$ cat src/rtl/simd_adder_pkg.sv
// simd_adder_pkg: shared types for the arbitrated packed-SIMD adder
package simd_adder_pkg;
   typedef enum logic [1:0] {SZ32 = 2'b00, SZ16 = 2'b01, SZ8 = 2'b10, SZ_RSVD = 2'b11} lane_size_t;
   localparam logic OP_ADD = 1'b0;
   localparam logic OP_SUB = 1'b1;
   typedef struct packed {
      logic [31:0] a;
      logic [31:0] b;
      lane_size_t  size;
      logic        op;
   } simd_req_t;
   typedef enum logic {IDLE, RESP} state_t;
endpackage

$ cat src/rtl/full_adder.sv
// full_adder: 32-bit packed-SIMD add/sub with 1x32, 2x16 or 4x8 lanes
module full_adder
   import simd_adder_pkg::*;
(
   input  logic [31:0] a,
   input  logic [31:0] b,
   input  lane_size_t  size,
   input  logic        op,
   output logic [31:0] r
);
   logic [31:0] bx;
   logic        c;
   logic [8:0]  s;
   always_comb begin
      bx = (op == OP_SUB) ? ~b : b;
      c = (op == OP_SUB);
      s = '0;
      r = '0;
      for (int i = 0; i < 4; i++) begin
         // each lane restarts with the op's carry-in, so nothing crosses a lane boundary
         if ((i == 2 && (size == SZ16 || size == SZ8)) || (i % 2 == 1 && size == SZ8)) c = (op == OP_SUB);
         s = {1'b0, a[8*i +: 8]} + {1'b0, bx[8*i +: 8]} + {8'd0, c};
         r[8*i +: 8] = s[7:0];
         c = s[8];
      end
   end
endmodule

$ cat src/rtl/rr_arbiter.sv
// rr_arbiter: round-robin one-hot grant starting the search after the last winner
module rr_arbiter #(
   parameter  int NUM_REQ = 2,
   localparam int ID_W    = $clog2(NUM_REQ)
) (
   input  logic               clk,
   input  logic               rst_n,
   input  logic [NUM_REQ-1:0] req,
   input  logic               en,
   output logic [NUM_REQ-1:0] grant,
   output logic [ID_W-1:0]    gid
);
   logic [ID_W-1:0] last;
   logic            found;
   int              idx;
   always_comb begin
      grant = '0;
      gid = last;
      found = 1'b0;
      idx = 0;
      for (int k = 1; k <= NUM_REQ; k++) begin
         idx = (int'(last) + k) % NUM_REQ;
         if (en && !found && req[idx[ID_W-1:0]]) begin
            grant[idx[ID_W-1:0]] = 1'b1;
            gid = idx[ID_W-1:0];
            found = 1'b1;
         end
      end
   end
   always_ff @(posedge clk)
      if (!rst_n) last <= ID_W'(NUM_REQ - 1);
      else if (found) last <= gid;
endmodule

$ cat src/rtl/simd_adder_arbiter.sv
// simd_adder_arbiter: round-robin sharing of one packed-SIMD adder among NUM_REQ requesters
module simd_adder_arbiter
   import simd_adder_pkg::*;
#(
   parameter int NUM_REQ = 2,
   parameter int ID_W    = $clog2(NUM_REQ)
) (
   input  logic                  clk,
   input  logic                  rst_n,
   input  logic [NUM_REQ-1:0]    REQ_VALID_i,
   output logic [NUM_REQ-1:0]    REQ_READY_o,
   input  logic [NUM_REQ*32-1:0] REQ_A_i,
   input  logic [NUM_REQ*32-1:0] REQ_B_i,
   input  logic [NUM_REQ*2-1:0]  REQ_SIZE_i,
   input  logic [NUM_REQ-1:0]    REQ_OP_i,
   output logic                  RSP_VALID_o,
   input  logic                  RSP_READY_i,
   output logic [ID_W-1:0]       RSP_ID_o,
   output logic [31:0]           RSP_R_o,
   output logic                  RSP_ERR_o
);
   state_t          state, state_n;
   simd_req_t       req_q, req_d;
   logic [ID_W-1:0] id_q, gid;
   logic            can_accept, fire, rsp_fire;
   assign RSP_VALID_o = (state == RESP);
   assign rsp_fire    = RSP_VALID_o && RSP_READY_i;
   assign can_accept  = (state == IDLE) || rsp_fire;
   rr_arbiter #(.NUM_REQ(NUM_REQ)) u_arb (
      .clk   (clk),
      .rst_n (rst_n),
      .req   (REQ_VALID_i),
      .en    (can_accept && rst_n),
      .grant (REQ_READY_o),
      .gid   (gid)
   );
   assign fire  = |REQ_READY_o;
   assign req_d = '{a: REQ_A_i[32*gid +: 32], b: REQ_B_i[32*gid +: 32],
                    size: lane_size_t'(REQ_SIZE_i[2*gid +: 2]), op: REQ_OP_i[gid]};
   always_comb state_n = fire ? RESP : rsp_fire ? IDLE : state;
   always_ff @(posedge clk)
      if (!rst_n) state <= IDLE;
      else state <= state_n;
   always_ff @(posedge clk)
      if (!rst_n) begin
         req_q <= '0;
         id_q <= '0;
      end else if (fire) begin
         req_q <= req_d;
         id_q <= gid;
      end
   // reserved size still computes as one 32-bit lane, flagged through RSP_ERR_o
   full_adder u_add (
      .a    (req_q.a),
      .b    (req_q.b),
      .size (req_q.size == SZ_RSVD ? SZ32 : req_q.size),
      .op   (req_q.op),
      .r    (RSP_R_o)
   );
   assign RSP_ID_o  = id_q;
   assign RSP_ERR_o = (req_q.size == SZ_RSVD);
endmodule
$ cat config.mk
export PLATFORM = sky130hd
export DESIGN_NAME = simd_adder_arbiter
export DESIGN_NICKNAME = d
export VERILOG_FILES = /design/src/rtl/simd_adder_pkg.sv /design/src/rtl/full_adder.sv /design/src/rtl/rr_arbiter.sv /design/src/rtl/simd_adder_arbiter.sv
export SDC_FILE = /design/constraint.sdc
export NUM_CORES = 1
export LEC_CHECK = 0
export ABC_CLOCK_PERIOD_IN_PS = 15100
export CAP_MARGIN = 20
export CORE_MARGIN = 5
export CORE_UTILIZATION = 38
export DETAILED_ROUTE_END_ITERATION = 6
export PLACE_DENSITY = 0.74
export SETUP_SLACK_MARGIN = 0.4
export SLEW_MARGIN = 10
export SYNTH_ARGS = -nofsm -noshare
export SYNTH_HDL_FRONTEND = slang
export SYNTH_SLANG_ARGS = --single-unit
$ cat constraint.sdc
create_clock -name clk -period 15.1 [get_ports clk]
set_input_delay 1.51 -clock clk [delete_from_list [all_inputs] [get_ports clk]]
set_output_delay 1.51 -clock clk [all_outputs]
set_load 0.01 [all_outputs]
==> flow_summary.yaml <==
run_status:
  outcome: "finished, final reports clean"
logic_synthesis:
  yosysTopAreaCell: "dfxtp_1"
  yosysSeqAreaShare: 0.3022
  postSynth.asyncResetShare: 0
  synthCells: 530
  postSynthNetCount: 705
  synth_common_cells: "74 x nand3_1, 71 x o21ai_1, 70 x dfxtp_1"
  post-synth-top-count-cell: "nand3_1"
  synth_edf_count: 0
  post_synth_num_cell_types: 42
  postSynthRegisterBits: 70
  syn-mean-instance-area_sq_um: 8.749
  cell_area_after_synthesis_sq_um: 4637
  synth_ff_type: "dfxtp_1"
  yosys_warnings: 0
  synth_top_cells_by_area: "dfxtp_1 30%, mux2i_1 14%, nand3_1 8.0%"
  post-synth-top-area-fraction: 0.3022
cts:
  cts.repair_timing.setup_buffer_count: 0
  cts_made_buffers: 9
  cts_hold_repair.buffers: 0
  clock_transition_at_the_register_clock_pins_on_the_worst_setup_and_hold_paths_after_cts_ps: 50
  clkSinkCount: 70
  cts-htree-levels: 3
  clock_latency_ps: 320
  cts_tree: "built"
  cts_root_buffer: "clkbuf_16"
  cts_resized: 0
  ctsLongestPathBuffers: 2
global_routing:
  overflow: 0
  pin_count_of_the_biggest_net_entering_global_routing: 85
  grt_antenna_before_repair: 0
  grt_use_total: 0.1653
  grt_pass1_vias: 4407
  grt_pass1_wl_microns: 20040
pwr:
  p_leak_nw: 3.090
  finalPower_w: 0.0007575
  netSwitchingFraction: 0.3049
  power.clock.fraction: 0.294
  power.ir.vdd_worst_uv: 59.40
  power_frac_seq: 0.291
  power.net_switching_w: 0.0002309
  power_density_nw_per_um2: 112.1
  combPwrFrac: 0.415
  internal_power_of_the_cells_w: 0.0005265
floorplan:
  design.die.area_sq_um: 14510
  fp.dieW_microns: 120.5
  ioPinCount: 176
  std_cell_rows: 40
  initial_core_util: 0.3860
  floorplan.die.height_microns: 120.5
  core_outline_area_sq_um: 12010
placement:
  place.gp.congestion: 0.8136
  post-dp-hpwl_microns: 9718
  place.port_buffers: 175
  placedInstanceArea_sq_um: 6421
detailed_routing:
  drc_errors: 0
  totalWireLength_microns: 12300
  detailroute.wirelength.met2_microns: 6084
  route.vias.total: 4260
  detailroute.wirelength.met3_microns: 868
  first_pass_drt_iterations: 4
  top_layer: "met4"
  route.layer.met1.wl_microns: 5240
  ant_nets: 0
  drt-vias-per-instance: 5.077
  dr.first_iter.drc_count: 136
  avgRoutedWirePerCell_microns: 14.66
cells_and_area:
  multi_input_comb_area_sq_um: 2960
  finish.net_count: 862
  seqCellArea_sq_um: 1403
  layout-drive-gt1-share: 0.03902
  n_fill_cell: 1123
  diode_count: 0
  final_core_utilization: 0.5626
  area_growth_syn_to_layout_pct: 45.74
  postLayoutCellArea_sq_um: 6758
timing:
  unrepaired_setup_endpoints_after_global_routing: "no"
  final.period_utilization: 0.6426
  slew_at_the_pin_with_the_worst_max_slew_slack_ps: 1012
  setup_viol: 0
  relSlewSlack: 0.3255
  fin_crit_ps: 9703
  finalSetupTns_ps: 0
  final_hold_viol_count: 0
  achievable-frequency_mhz: 103.1
  fin_worst_skew_ps: 5.455
  timing_max_transition_violations_final: 0
  finalHoldWorstSlack_ps: 463.7
worst_setup_path:
  setup.reg_to_reg.worst_slack_ps: 12820
  reg2reg_depth: 6
  end_kind: "output port"
  arrival_ps: 8190
  timing.critical_path.fanout_max: 35
  worst_setup_path_start_kind: "flop"
  timing.setup.critical_path_class: "flop to output port"
  timing.rr.start: "RSP_VALID_o$_SDFFE_PN0P_"
  slowest_cell_on_the_critical_path: "dfxtp_2"
  worst_endpoint_required_time_ps: 13590
  cpMostUsedCell: "fa_1"
  worst_r2r_endpoint: "req_q[1]$_SDFFE_PN0P_"
  max_stage_delay_ps: 990
worst_hold_path:
  hold-path-cell-count: 2
  worst_hold_path.endpoint: "RSP_ID_o$_SDFFE_PN0P_"
  holdCritPathClass: "flop to flop"
  min_from: "RSP_ID_o$_SDFFE_PN0P_"
job:
  max_cap_violations: 0
-- critical path, delay by kind of cell (launching register included) --
kind | cells | cell delay, ps
fa+ha+maj | 7 | 2980
buf+inv | 2 | 580
xor+xnor | 1 | 260
compound gates | 14 | 2290
simple gates | 5 | 740
flops | 1 | 990
-- flip-flops by register name (all words and copies together), names as in the netlist --
| signal | cells |
|---|---|
| RSP_VALID_o | 1 |
| u_arb.last | 1 |
| RSP_ID_o | 1 |
| req_q | 67 |
-- cell usage in the layout (no fill, tap or decap), types with 2 or more instances in the layout --
cell type / count
a21boi_1: 4
a21o_1: 2
a21oi_1: 7
buf_4: 3
bufinv_16: 2
clkbuf_1: 2
clkbuf_16: 9
clkdlybuf4s50_1: 174
clkinv_2: 2
dfxtp_1: 69
fa_1: 7
ha_1: 29
inv_1: 26
inv_2: 2
mux2i_1: 67
nand2_1: 7
nand2b_1: 5
nand3_1: 74
nand4_1: 2
nor2_1: 22
nor2b_1: 7
nor3_1: 8
o2111ai_1: 2
o211ai_1: 2
o21a_1: 8
o21ai_0: 7
o21ai_1: 71
o31a_1: 3
o41ai_1: 3
xnor2_1: 17
xor2_1: 32
-- power groups by stage --
stage / Clock (W) / Combinational, W / Sequential, W
after global placement: 0 / 0.000306 / 0.000224
after global routing: 0.000237 / 0.000344 / 0.000223
final: 0.000223 / 0.000314 / 0.000220
after detailed placement: 0 / 0.000315 / 0.000225
after floorplan: 0 / 0.000173 / 0.000217
after CTS: 0.000228 / 0.000317 / 0.000221
-- layout make-up --
cell class | count | share of cell area
inverter | 28 | 0.01555
clock buffer | 12 | 0.03647
timing repair buffer | 179 | 0.2648
tap | 147 | 0.02722
clock inverter | 4 | 0.01037
multi-input combinational | 399 | 0.4381
sequential | 70 | 0.2076
-- metal layers --
layer,vias to the layer above,track usage
met1,1934,0.1947
li1,2193,-
met3,12,0.04210
met5,-,0
met4,0,0.04037
met2,121,0.2990
-- per-stage QoR --
step | instances | setup WS [ps]
global placement | 822 | 6039
finish | 839 | 5397
global route | 839 | 5001
floorplan | 530 | 7274
detailed placement | 822 | 5775
CTS | 838 | 5383
-- how the worst max path moves through the flow --
| stage | startpoint | to | slack [ps] | cells past startpoint |
|---|---|---|---|---|
| floorplan | req_q[0]$_SDFFE_PN0P_ | RSP_R_o[30] | 7270 | 30 |
| global placement | req_q[0]$_SDFFE_PN0P_ | RSP_R_o[30] | 6040 | 29 |
| detailed placement | req_q[0]$_SDFFE_PN0P_ | RSP_R_o[30] | 5780 | 29 |
| CTS | req_q[0]$_SDFFE_PN0P_ | RSP_R_o[30] | 5380 | 29 |
| global route | req_q[0]$_SDFFE_PN0P_ | RSP_R_o[30] | 5000 | 29 |
| finish | req_q[0]$_SDFFE_PN0P_ | RSP_R_o[30] | 5400 | 29 |
-- kinds of logic (layout without fill, tap and decap cells) --
| logic type | after synthesis | count (layout) | synth area share |
|---|---|---|---|
| AO/OA/AOI/OAI | 117 | 117 | 0.1487 |
| XOR/XNOR | 49 | 49 | 0.09255 |
| adder cells (fa/ha/maj) | 36 | 36 | 0.1085 |
| buffers and inverters | 61 | 223 | 0.06260 |
| flip-flops | 70 | 70 | 0.3022 |
| multiplexers | 68 | 68 | 0.1476 |
| AND/OR/NAND/NOR | 129 | 129 | 0.1379 |
Note: power is estimated with default switching activity, not from simulation.
